===== src/rtl/writeback_queue.sv =====
// writeback_queue: buffers register-file writes from units that finish out of step
// with the pipeline. Writes drain in arrival order, one per cycle. Two bypass ports
// return the newest pending value of a register.

// One bypass port. Entries arrive ordered oldest (index 0) to newest, and the last
// valid match wins, so duplicate registers resolve to the youngest write.
module wb_lookup #(
  parameter int DEPTH = 4
) (
  input  logic [DEPTH-1:0][4:0]  ord_sel,
  input  logic [DEPTH-1:0][31:0] ord_dat,
  input  logic [DEPTH-1:0]       ord_vld,
  input  logic [4:0]             sel,
  output logic                   hit,
  output logic [31:0]            dat
);
  // Scan from oldest to newest; a later match overrides an earlier one. r0 never hits.
  always_comb begin
    hit = 1'b0;
    dat = '0;
    for (int i = 0; i < DEPTH; i++) begin
      if (ord_vld[i] && (sel != 5'd0) && (ord_sel[i] == sel)) begin
        hit = 1'b1;
        dat = ord_dat[i];
      end
    end
  end
endmodule

module writeback_queue #(
  parameter  int DEPTH = 4,
  localparam int CW    = $clog2(DEPTH) + 1
) (
  input  logic          clk,
  input  logic          nRST,
  input  logic          in_valid,
  output logic          in_ready,
  input  logic [4:0]    in_wsel,
  input  logic [31:0]   in_wdat,
  input  logic          rf_hold,
  output logic          rf_WEN,
  output logic [4:0]    rf_wsel,
  output logic [31:0]   rf_wdat,
  input  logic [4:0]    lk_sel1,
  input  logic [4:0]    lk_sel2,
  output logic          lk_hit1,
  output logic          lk_hit2,
  output logic [31:0]   lk_dat1,
  output logic [31:0]   lk_dat2,
  output logic [CW-1:0] count,
  output logic          empty,
  output logic          full
);
  localparam int PW     = $clog2(DEPTH);
  localparam int NPORTS = 2;

  typedef struct packed {
    logic [4:0]  wsel;
    logic [31:0] wdat;
  } ent_t;

  ent_t [DEPTH-1:0] mem_q, mem_d;
  logic [PW-1:0]    head_q, head_d, tail_q, tail_d;
  logic [CW-1:0]    count_q, count_d;

  logic enq_fire, enq_store, drn_fire;

  assign empty    = (count_q == '0);
  assign full     = (count_q == CW'(DEPTH));
  assign count    = count_q;
  assign in_ready = !full;

  // Handshake completes for r0 too, but only non-zero destinations take a slot.
  assign enq_fire  = in_valid && in_ready;
  assign enq_store = enq_fire && (in_wsel != 5'd0);
  assign drn_fire  = !empty && !rf_hold;

  // Head entry is always presented; WEN alone says whether it is written this cycle.
  always_comb begin
    rf_WEN  = drn_fire;
    rf_wsel = empty ? 5'd0  : mem_q[head_q].wsel;
    rf_wdat = empty ? 32'd0 : mem_q[head_q].wdat;
  end

  // Next-state for storage, pointers (wrap modulo DEPTH) and occupancy.
  always_comb begin
    mem_d   = mem_q;
    head_d  = head_q;
    tail_d  = tail_q;
    count_d = count_q + CW'(enq_store) - CW'(drn_fire);
    if (enq_store) begin
      mem_d[tail_q] = '{wsel: in_wsel, wdat: in_wdat};
      tail_d        = tail_q + PW'(1);
    end
    if (drn_fire)
      head_d = head_q + PW'(1);
  end

  // State registers; reset drops every pending write.
  always_ff @(posedge clk or negedge nRST) begin
    if (!nRST) begin
      mem_q   <= '0;
      head_q  <= '0;
      tail_q  <= '0;
      count_q <= '0;
    end else begin
      mem_q   <= mem_d;
      head_q  <= head_d;
      tail_q  <= tail_d;
      count_q <= count_d;
    end
  end

  // Rotate storage into age order (0 = head) so lookup ports need no pointer math.
  logic [DEPTH-1:0][4:0]  ord_sel;
  logic [DEPTH-1:0][31:0] ord_dat;
  logic [DEPTH-1:0]       ord_vld;

  // Age-ordered view of valid entries; the entry draining now is still included.
  always_comb begin
    ord_sel = '0;
    ord_dat = '0;
    ord_vld = '0;
    for (int i = 0; i < DEPTH; i++) begin
      ord_sel[i] = mem_q[head_q + PW'(i)].wsel;
      ord_dat[i] = mem_q[head_q + PW'(i)].wdat;
      ord_vld[i] = (CW'(i) < count_q);
    end
  end

  logic [NPORTS-1:0][4:0]  lk_sel;
  logic [NPORTS-1:0]       lk_hit;
  logic [NPORTS-1:0][31:0] lk_dat;

  assign lk_sel  = {lk_sel2, lk_sel1};
  assign lk_hit1 = lk_hit[0];
  assign lk_hit2 = lk_hit[1];
  assign lk_dat1 = lk_dat[0];
  assign lk_dat2 = lk_dat[1];

  for (genvar p = 0; p < NPORTS; p++) begin : g_lk
    wb_lookup #(.DEPTH(DEPTH)) u_lk (
      .ord_sel (ord_sel),
      .ord_dat (ord_dat),
      .ord_vld (ord_vld),
      .sel     (lk_sel[p]),
      .hit     (lk_hit[p]),
      .dat     (lk_dat[p])
    );
  end
endmodule

===== config.mk =====
export PLATFORM = sky130hd
export DESIGN_NAME = writeback_queue
export DESIGN_NICKNAME = d
export VERILOG_FILES = /design/src/rtl/writeback_queue.sv
export SDC_FILE = /design/constraint.sdc
export NUM_CORES = 1
export LEC_CHECK = 0
export ABC_AREA = 1
export CAP_MARGIN = 10
export CORE_UTILIZATION = 50
export CTS_BUF_LIST = sky130_fd_sc_hd__clkbuf_8
export DETAILED_ROUTE_END_ITERATION = 16
export PLACE_DENSITY = 0.79
export SLEW_MARGIN = 20
export SYNTH_ARGS = -nofsm -noshare
export SYNTH_HDL_FRONTEND = slang
export SYNTH_HIERARCHICAL = 1
export SYNTH_SLANG_ARGS = --single-unit

===== constraint.sdc =====
create_clock -name clk -period 7.15 [get_ports clk]
set_input_delay 1.0725 -clock clk [delete_from_list [all_inputs] [get_ports clk]]
set_output_delay 1.0725 -clock clk [all_outputs]
set_load 0.01 [all_outputs]

# Word level (Yosys, flattened, before mapping)

Index checks and enable logic that the tools add are counted.

Word-level logic and storage cells: 92
Output and inout port bits: 110
Input bits: 51
Register bits after elaboration: 155

Equal/unequal tests: 9
Reductions and logical operators: 27
Multiplexer cells: 29
Order comparisons: 10
$add $sub $neg: 6

Operators with widths:

| cell                | number |
|---|---|
| $bmux 37 s2         | 4 |
| $mux 32             | 9 |
| $mux 37             | 5 |
| $bwmux 148          | 1 |
| $demux 37 s2        | 1 |
| $eq 5x5->1          | 8 |
| $logic_and 1x1->1   | 20 |
| $lt 2x3->1 const B  | 5 |
| $reduce_bool 5->1   | 3 |
| $mux 1              | 8 |
| $lt 1x3->1 const A  | 2 |
| $lt 2x3->1 const A  | 2 |
| $mux 5              | 1 |
| $add 2x1->2 const B | 2 |
| $add 2x2->2 const B | 2 |
| $add 3x1->3         | 1 |
| $eq 3x3->1 const B  | 1 |
| $logic_not 1->1     | 3 |
| $logic_not 3->1     | 1 |
| $sub 3x1->3         | 1 |
| $ge 2x1->1 const B  | 1 |

# Depth between registers and ports, before layout

Gate-level depths: netlist (run 1).

Depth after elaboration: 8
Depth in mapped cells: 20
Mapped depth without buffers: 16

# Modules after synthesis

The synthesis (run 1) kept the hierarchy.

Modules (own cells, without submodules):

| module          | sequential area each (um^2) | area each (um^2) | times used | cells each |
|---|---|---|---|---|
| writeback_queue | 3878.7                      | 10289.9          | 1          | 1521 |
| wb_lookup       | 0.0                         | 2386.0           | 2          | 493 |

# Least setup slack after synthesis (run 1)

OpenSTA, ideal clock, no wires.

Kind: flip-flop to output port
From: register head_q[0]
To: output lk_dat1[31]
Buffers on the path: 4
Setup slack: 3.757 ns
Cell stages (with the launch flop): 15
Arrival: 2.320 ns
Path through: dfrtp_1 -> buf_6 -> buf_6 -> buf_2 -> nand2_1 -> o21ai_0 -> o21ai_0 -> xnor2_2 -> nand2_1 -> nor2_4 -> buf_6 -> nand3_1 -> nand2_1 -> inv_1 -> a21oi_2

RTL lines:

| item                   | RTL line | source |
|---|---|---|
| start, declared        | 63       | `logic [PW-1:0] head_q, head_d, tail_q, tail_d;` |
| start signal, assigned | 103      | `head_q <= '0;` |
| start signal, assigned | 108      | `head_q <= head_d;` |
| end, declared          | 48       | `output logic [31:0] lk_dat1,` |

==> flow_metrics.env, run 1 <==
export IMPL_status="completed"
export IMPL_postLayoutCoreUtil_pct=55.5
export IMPL_cts_tree="yes"
export IMPL_critical_path_required_ns=6.08
export IMPL_worstSetupPathType="register to output port"
export IMPL_grt_pass1_vias=14100
export IMPL_maxCapViolCount=0
export IMPL_syn_area_mm2=0.0151
export IMPL_cts_hold_buf=0
export IMPL_n_antenna_cell=0
export IMPL_syn_nets=2567
export IMPL_antenna_found_initial=0
export IMPL_yosys_area_top_type="dfrtp_1"
export IMPL_hold_violations=0
export IMPL_numCtsBuffers=17
export IMPL_drive_gt1_share_pct=8.18
export IMPL_fin_nets=2568
export IMPL_cts_sink_count=155
export IMPL_clockBufferDepth=2
export IMPL_ys_warn_count=6
export IMPL_setup_tns_ns=0
export IMPL_max_slew_margin_pct=27.2
export IMPL_final_cells=2909
export IMPL_die_w_um=176
export IMPL_avgSynthCellArea_um2=6.01
export IMPL_yosysSeqAreaShare_pct=25.8
export IMPL_tightest_slew_ns=1.09
export IMPL_clock_skew_ns=0.0148
export IMPL_synth_cell_types=33
export IMPL_finalCriticalPeriod_ns=5.99
export IMPL_worstHoldStart="mem_q[128]"
export IMPL_crit_fanout=51
export IMPL_ys_top_cells_by_area="dfrtp_1, nand2_1, inv_1"
export IMPL_overflow=0
export IMPL_ys_flop_type="dfrtp_1"
export IMPL_drt_wirelength_per_cell_um=17.7
export IMPL_cts_clk_slew_worst_paths_ns=0.08
export IMPL_timing_fmax_mhz=167
export IMPL_synth_edff_count=0
export IMPL_synthCells=2507
export IMPL_rows=63
export IMPL_r2r_start="count[2]"
export IMPL_area_growth_pct=9.17
export IMPL_setup_viol=0
export IMPL_final_max_slew_viol_count=0
export IMPL_clockRootBuffer="clkbuf_8"
export IMPL_critPathLaunch="head_q[0]"
export IMPL_dp_cells=2879
export IMPL_cp_arrival_ns=4.92
export IMPL_core_area_mm2=0.0296
export IMPL_die_y_um=176
export IMPL_grt_usage_pct=33.5
export IMPL_die_area_mm2=0.0308
export IMPL_grt_pass1_wl_um=81200
export IMPL_initial_core_util_pct=50.8
export IMPL_gp_congestion=0.972
export IMPL_yosysTopAreaCellShare_pct=25.8
export IMPL_rsz0062_at_grt="no"
export IMPL_vias=16500
export IMPL_fill_cells=2919
export IMPL_ys_async_sr_fraction_pct=100
export IMPL_port_buffers=160
export IMPL_endpoint_kind="output port"
export IMPL_drc=0
export IMPL_drtAntennaViolNets=0
export IMPL_dr_pass1_iters=6
export IMPL_hp_class="register to register"
export IMPL_whs_ns=0.474
export IMPL_worstSkewPairLatency_ns=0.45
export IMPL_post_cts_buffers=0
export IMPL_hpwl_um=36600
export IMPL_cts_resized=0
export IMPL_post_route_period_util_pct=83.8
export IMPL_ios=161
export IMPL_start_kind="register"
export IMPL_grt_max_degree=106
export IMPL_htree_levels=4
export IMPL_totalWireLength_um=51600
export IMPL_drt_iter0_drc=2631
export IMPL_yosys_register_bits=155
export IMPL_detail_route_vias_per_cell=5.66
## layout by cell type (no fill, tap or decap), types with 46 or more instances in the layout
cell type,netlist,routed
inv_2,48,46
nand3_1,198,198
o21ai_0,164,164
clkdlybuf4s50_1,0,159
nor2_1,147,147
inv_1,294,296
nand4_1,156,156
a21oi_2,71,70
dfrtp_1,155,154
o21ai_1,100,100
nand2_1,879,879
## worst max-delay path: stages, from the launching register on
cell and delay [ns]:
dfrtp_4 0.73, clkinv_2 0.56, nand2_1 0.18, o21ai_1 0.11, a21oi_2 0.23, inv_1 0.06, nand2_1 0.05, nand2_1 0.06
inv_1 0.04, nand2_1 0.08, nor2_4 0.61, nand2_2 0.68, nand2_1 0.22, nand2_1 0.08, a21oi_2 0.19, clkdlybuf4s50_1 0.57
## layer usage
metal	share of wire [%]	global-route usage, %
met1	47	54.6
met4	1.2	5.29
met5	0	0
met2	39	44.6
met3	13	7.10
## final timing paths
kind	end	slack (ns)	cells past startpoint
setup / recovery	lk_dat2[27]	1.16	15
hold reg to reg	mem_q[128]	0.47	2
max in group asynchronous	head_q[0]	4.97	2
hold / removal	mem_q[128]	0.47	2
min in group asynchronous	mem_q[81]	0.65	1
setup reg to reg	mem_q[46]	4.50	5
## area by class of cell
cell class                      count  area (µm²)  area share, %
Multi-Input combinational cell   1814        8650           52.6
Inverter                          342        1290           7.82
Clock buffer                       18         248           1.51
Tap cell                          390         488           2.97
Timing Repair Buffer              178        1740           10.6
Clock inverter                     12         151          0.921
Sequential cell                   155        3880           23.6
## state kept, by name (all words and copies together), names as in the netlist
register	cells
mem_q	148
tail_q	2
count	3
head_q	2
## stage by stage
step / setup WS [ns] / cell area [µm²]
final: 1.16 / 16400
after global routing: 0.720 / 16400
after CTS: 1.18 / 16400
after detailed placement: 1.65 / 16000
after global placement: 1.76 / 16000
after floorplan: 3.76 / 15100
## kinds of logic after synthesis
group | count (synthesis) | share of synthesized area [%]
adders and majority gates | 9 | 0.798
buffers and inverters | 538 | 16.9
and+or+nand+nor | 1425 | 41.5
DFF | 155 | 25.8
AOI/OAI and AO/OA | 363 | 13.8
xor gates and xnor gates | 17 | 1.21
## cell usage after synthesis (3+ instances only)
cell type and instances:
xnor2_1 13, dfrtp_1 155, nor2_2 10, inv_1 294
buf_2 100, nand3_4 4, buf_4 29, ha_1 8
nand4_1 156, o21ai_1 100, or2_0 6, a21oi_1 28
buf_1 3, nand2_2 6, inv_2 48, a21oi_2 71
nor2_1 147, o21ai_0 164, clkbuf_1 25, buf_6 39
nand3_1 198, nand2_1 879, nor2_4 8
Power of run 1 is left out: the tool's default activity adds up to more than one toggle a clock period on the data nets, which glitch-free logic cannot reach.
==> run 2: changes to the inputs <==
--- a/config.mk
+++ b/config.mk
@@ -10,7 +10,7 @@
 export CORE_UTILIZATION = 50
 export CTS_BUF_LIST = sky130_fd_sc_hd__clkbuf_8
 export DETAILED_ROUTE_END_ITERATION = 16
-export PLACE_DENSITY = 0.79
+export PLACE_DENSITY = 0.82
 export SLEW_MARGIN = 20
 export SYNTH_ARGS = -nofsm -noshare
 export SYNTH_HDL_FRONTEND = slang
==> constraint.sdc (replaced) <==
create_clock -name clk -period 5.2 [get_ports clk]
set_input_delay 0.78 -clock clk [delete_from_list [all_inputs] [get_ports clk]]
set_output_delay 0.78 -clock clk [all_outputs]
set_load 0.01 [all_outputs]
==> flow_metrics.env, run 2 (synthesis results as in run 1) <==
export IMPL_finalCriticalPeriod_ns=4.94
export IMPL_numCtsBuffers=17
export IMPL_htree_levels=4
export IMPL_drtAntennaViolNets=0
export IMPL_port_buffers=160
export IMPL_setup_tns_ns=0
export IMPL_r2r_start="count[2]"
export IMPL_slowest_delay_ns=0.57
export IMPL_totalWireLength_um=52400
export IMPL_layout_common_cells="nand2_1, inv_1, nand3_1"
export IMPL_n_antenna_cell=0
export IMPL_drt_wirelength_per_cell_um=17.9
export IMPL_drc=0
export IMPL_die_w_um=176
export IMPL_status="completed"
export IMPL_clockBufferDepth=2
export IMPL_rows=63
export IMPL_final_common_cell="nand2_1"
export IMPL_start_kind="register"
export IMPL_initial_core_util_pct=50.8
export IMPL_cts_clk_slew_worst_paths_ns=0.09
export IMPL_clock_skew_ns=0.0155
export IMPL_antenna_found_initial=0
export IMPL_endpoint_kind="output port"
export IMPL_hpwl_um=37000
export IMPL_dp_cells=2892
export IMPL_cp_cell_sequence="clkinv_2 > o21ai_0 > nand2_1 > o21ai_0 > or2_0 > nand2_1 > nor2_4 > buf_4 > nand3_1 > nand2_1 > inv_1 > a21oi_2 > clkdlybuf4s50_1"
export IMPL_worstSetupPathType="register to output port"
export IMPL_hold_violations=0
export IMPL_cts_sink_count=155
export IMPL_die_area_mm2=0.0308
export IMPL_rsz0062_at_grt="no"
export IMPL_gp_congestion=1.01
export IMPL_cts_hold_buf=0
export IMPL_clockRootBuffer="clkbuf_8"
export IMPL_core_area_mm2=0.0296
export IMPL_grt_usage_pct=33.7
export IMPL_overflow=0
export IMPL_grt_pass1_vias=14000
export IMPL_fin_nets=2581
export IMPL_place_area_mm2=0.0161
export IMPL_crit_fanout=22
export IMPL_area_growth_pct=9.75
export IMPL_largest_register_ffs=148
export IMPL_setup_viol=0
export IMPL_die_y_um=176
export IMPL_final_max_slew_viol_count=0
export IMPL_max_slew_margin_pct=34.2
export IMPL_drive_gt1_share_pct=8.80
export IMPL_worstSkewPairLatency_ns=0.47
export IMPL_r2r_end="mem_q[81]"
export IMPL_ios=161
export IMPL_cts_tree="yes"
export IMPL_grt_max_degree=129
export IMPL_cpMaxStageDelayCell="dfrtp_4"
export IMPL_critPathLaunch="head_q[0]"
export IMPL_largest_register="mem_q"
export IMPL_cts_resized=0
export IMPL_grt_pass1_wl_um=80700
export IMPL_vias=16500
export IMPL_critical_path_required_ns=4.42
export IMPL_cp_arrival_ns=4.16
export IMPL_final_cells=2924
export IMPL_maxCapViolCount=0
export IMPL_r2r_setup_slack_ns=2.23
export IMPL_post_route_period_util_pct=94.9
export IMPL_dr_pass1_iters=6
export IMPL_rr_worst_depth=5
export IMPL_timing_fmax_mhz=203
export IMPL_post_cts_buffers=0
export IMPL_tightest_slew_ns=0.987
export IMPL_detail_route_vias_per_cell=5.63
export IMPL_hp_class="input port to asynchronous set/reset pin"
export IMPL_crit_path_frequent_cell="nand2_1"
export IMPL_drt_iter0_drc=2083
export IMPL_final_cell_area_mm2=0.0165
## run 2: cell types whose count changed in the layout (fill, tap and decap cells not counted)
cell / before / now
buf_4: 18 / 29
clkinv_4: 2 / 5
bufinv_16: 3 / 1
clkinv_2: 3 / 5
inv_1: 296 / 294
inv_6: 1 / 3
buf_12: 0 / 1
clkinvlp_4: 3 / 2
inv_8: 0 / 1
nor2_2: 9 / 10
nor2_4: 9 / 8
## run 2: area by class of cell
cell class | count | area (µm²)
Fill cell | 2982 | 13100
Inverter | 342 | 1290
Tap cell | 390 | 488
Clock buffer | 17 | 234
Timing Repair Buffer | 191 | 1850
Multi-Input combinational cell | 1814 | 8640
Clock inverter | 15 | 141
Sequential cell | 155 | 3880
## run 2: layer usage
metal	GRT usage, %	vias up	share of wire [%]
met3	11.7	44	14
met2	45.9	964	40
met1	50.9	7500	45
met4	6.16	0	1.2
li1	-	7952	-
met5	0	-	0
## run 2: worst max path at each step
stage / to / slack [ns] / cells past startpoint
CTS: lk_dat2[27] / 0.30 / 13
detailed placement: lk_dat2[27] / 0.81 / 13
finish: lk_dat2[15] / 0.26 / 13
global route: lk_dat2[15] / 0.04 / 13
floorplan: lk_dat1[31] / 2.10 / 14
global placement: lk_dat2[15] / 0.84 / 13
## run 2: critical path: cells and delay by family, from the launching register on
family                 cells  cell delay [ns]
AOI/OAI and AO/OA          3             0.84
buffers and inverters      4             1.19
DFF                        1             0.57
and+or+nand+nor            6             1.07
## run 2: per-stage QoR
| stage | utilization, % | hold WS [ns] | worst slack, ns |
|---|---|---|---|
| 4_1_cts | 55.8 | 0.480 | 0.299 |
| 2_1_floorplan | - | 0.442 | 2.10 |
| 3_5_place_dp | 54.5 | 0.459 | 0.805 |
| 6_report | 55.8 | 0.442 | 0.264 |
| 3_3_place_gp | 54.5 | 0.455 | 0.837 |
| 5_1_grt | 55.8 | 0.493 | 0.0415 |
Power of run 2 is left out for the same reason.
==> variant, RTL diff (settings of run 1) <==
`DEPTH` is set to 4 in 2 places; all go to 2.
--- a/src/rtl/writeback_queue.sv
+++ b/src/rtl/writeback_queue.sv
@@ -6,5 +6,5 @@
 // valid match wins, so duplicate registers resolve to the youngest write.
 module wb_lookup #(
-  parameter int DEPTH = 4
+  parameter int DEPTH = 2
 ) (
   input  logic [DEPTH-1:0][4:0]  ord_sel,
@@ -29,5 +29,5 @@
 
 module writeback_queue #(
-  parameter  int DEPTH = 4,
+  parameter  int DEPTH = 2,
   localparam int CW    = $clog2(DEPTH) + 1
 ) (
Ports: changed (resized count); port bits go from 161 to 160. No check against the original RTL was run, so the function may have changed too.
==> variant against run 1 <==
- cell area fell by 51%
- cell count is 57% lower
- non-clock buffer count down 12
- synthesized cell count decreased by 61%
- sequential cell count down 77
- worst setup slack better by 780 ps
- worst hold slack better by 27 ps
- largest cell class unchanged
- routed wire length decreased by 61%
- critical path depth down 4
- synthesized area shrank 57%
==> variant: results (changes against run 1) <==
[run_status]
outcome = finished clean  ; unchanged

[synthesis]
synth_cell_types = 25  ; was 33
syn-num-nets = 1024  ; was 2567
ys_top_cells_by_count = nand2_1, dfrtp_1, nand4_1, nand3_1, nand3_2  ; was nand2_1, inv_1, nand3_1, o21ai_0, nand4_1
synth_area_per_cell_um2 = 6.644  ; was 6.008 um2
ys_top_cells_by_area = dfrtp_1, nand2_1, nand3_2, nand4_1, nand3_1  ; was dfrtp_1, nand2_1, inv_1, nand3_1, nand4_1

[place]
pre_cts_slack_ps = 2187  ; was 1653 ps
globalplace.congestion = 0.9041  ; was 0.9720
port_buffers = 159  ; was 160

[worst_setup_path]
r2r_end = mem_q[9]  ; was mem_q[46]
rr_worst_depth = 6  ; was 5
r2r_setup_slack_ps = 3920  ; was 4500 ps
arrival_ps = 4130  ; was 4920 ps
critical_path.max_fanout = 52  ; was 51
crit_start = head_q  ; was head_q[0]
critPathMaxStageDelay_ps = 680  ; was 730 ps

[layout]
largest_reg_flops = 74  ; was 148
drive_above_1_share_pct = 11.42  ; was 8.178%
n_fill_cell = 1207  ; was 2919
fin_nets = 1125  ; was 2568
stdcell_count = 1249  ; was 2909

[grt]
grt_max_degree = 79  ; was 106
grt_pass1_vias = 6568  ; was 14060
grt_usage_pct = 30.98  ; was 33.54%

[routing]
vias = 6961  ; was 16460
drt-total-wl_mm = 19.89  ; was 51.56 mm
firstDrtPassIters = 5  ; was 6

[min_path]
hold_start = mem_q[2]  ; was mem_q[128]
whs_endpoint = mem_q[2]  ; was mem_q[128]

[clock_network]
cts_inserted_buffers = 9  ; was 17
ctsResizeCount = 0  ; unchanged
h-tree-depth = 3  ; was 4
clk_latency_ps = 360  ; was 450 ps

[floorplan]
die_w_um = 115.6  ; was 175.6 um

[timing]
skew_ps = 8.493  ; was 14.82 ps
tightestPinTransition_ps = 990.5  ; was 1089 ps

variant: changes by cell type after synthesis, moves of 98 or more:
cell	change
inv_1	-262
nand2_1	-396
nand3_1	-128
nor2_1	-130
o21ai_0	-164
o21ai_1	-98
variant: cells by family after synthesis:
kind of cell | Yosys count | synth area share [%]
DFF | 78 | 30.26
and+or+nand+nor | 729 | 54.93
xor gates and xnor gates | 5 | 0.6789
AOI/OAI and AO/OA | 40 | 3.278
adders and majority gates | 2 | 0.3878
buffers and inverters | 117 | 10.47
variant: layout make-up:
| class | instances | area [um2] | share of cell area, % |
|---|---|---|---|
| repair buffers | 166 | 1645 | 20.48 |
| well taps | 172 | 215.2 | 2.679 |
| clock buffers | 10 | 137.6 | 1.713 |
| inverters | 41 | 153.9 | 1.916 |
| clock inverters | 6 | 86.33 | 1.075 |
| flip-flops and latches | 78 | 1953 | 24.31 |
| multi-input cells | 776 | 3841 | 47.82 |
variant: worst reg2reg max path: cells and delay by family, from the launching register on:
kind	cells	cell delay, ps
AND/OR/NAND/NOR	3	1230
AO/OA/AOI/OAI	1	740
buffers and inverters	2	660
flip-flops	1	480
variant: power by group:
| group | leakage, nW | total [mW] | internal (mW) | switching (mW) |
|---|---|---|---|---|
| combinational | 2.99 | 2.17 | 0.792 | 1.38 |
| clock | 0.106 | 0.381 | 0.205 | 0.176 |
| sequential | 0.968 | 0.862 | 0.651 | 0.211 |
| total | 4.07 | 3.42 | 1.65 | 1.77 |
variant: layer usage:
layer	part of all wire (%)	global-route usage [%]
met3	7.1	3.556
met4	2.5	12.99
met5	0	0
met1	43	41.23
met2	47	51.22
variant: how the worst max path moves through the flow:
stage	end	cells past startpoint	slack (ps)
after floorplan	lk_dat1[10]	8	4230
after global placement	lk_hit2	10	2270
after detailed placement	lk_hit2	10	2190
after CTS	lk_hit2	10	1990
after global routing	lk_dat2[31]	11	1710
final	lk_dat1[0]	11	1940
variant: through the flow:
stage / total power [mW] / hold slack, ps / cell area [um2]
4_1_cts: 3.397 / 501.5 / 8029
6_report: 3.417 / 500.7 / 8033
3_3_place_gp: 2.979 / 477.7 / 7805
2_1_floorplan: 2.279 / 463.7 / 6451
5_1_grt: 3.681 / 527.4 / 8033
3_5_place_dp: 3.009 / 480.9 / 7805
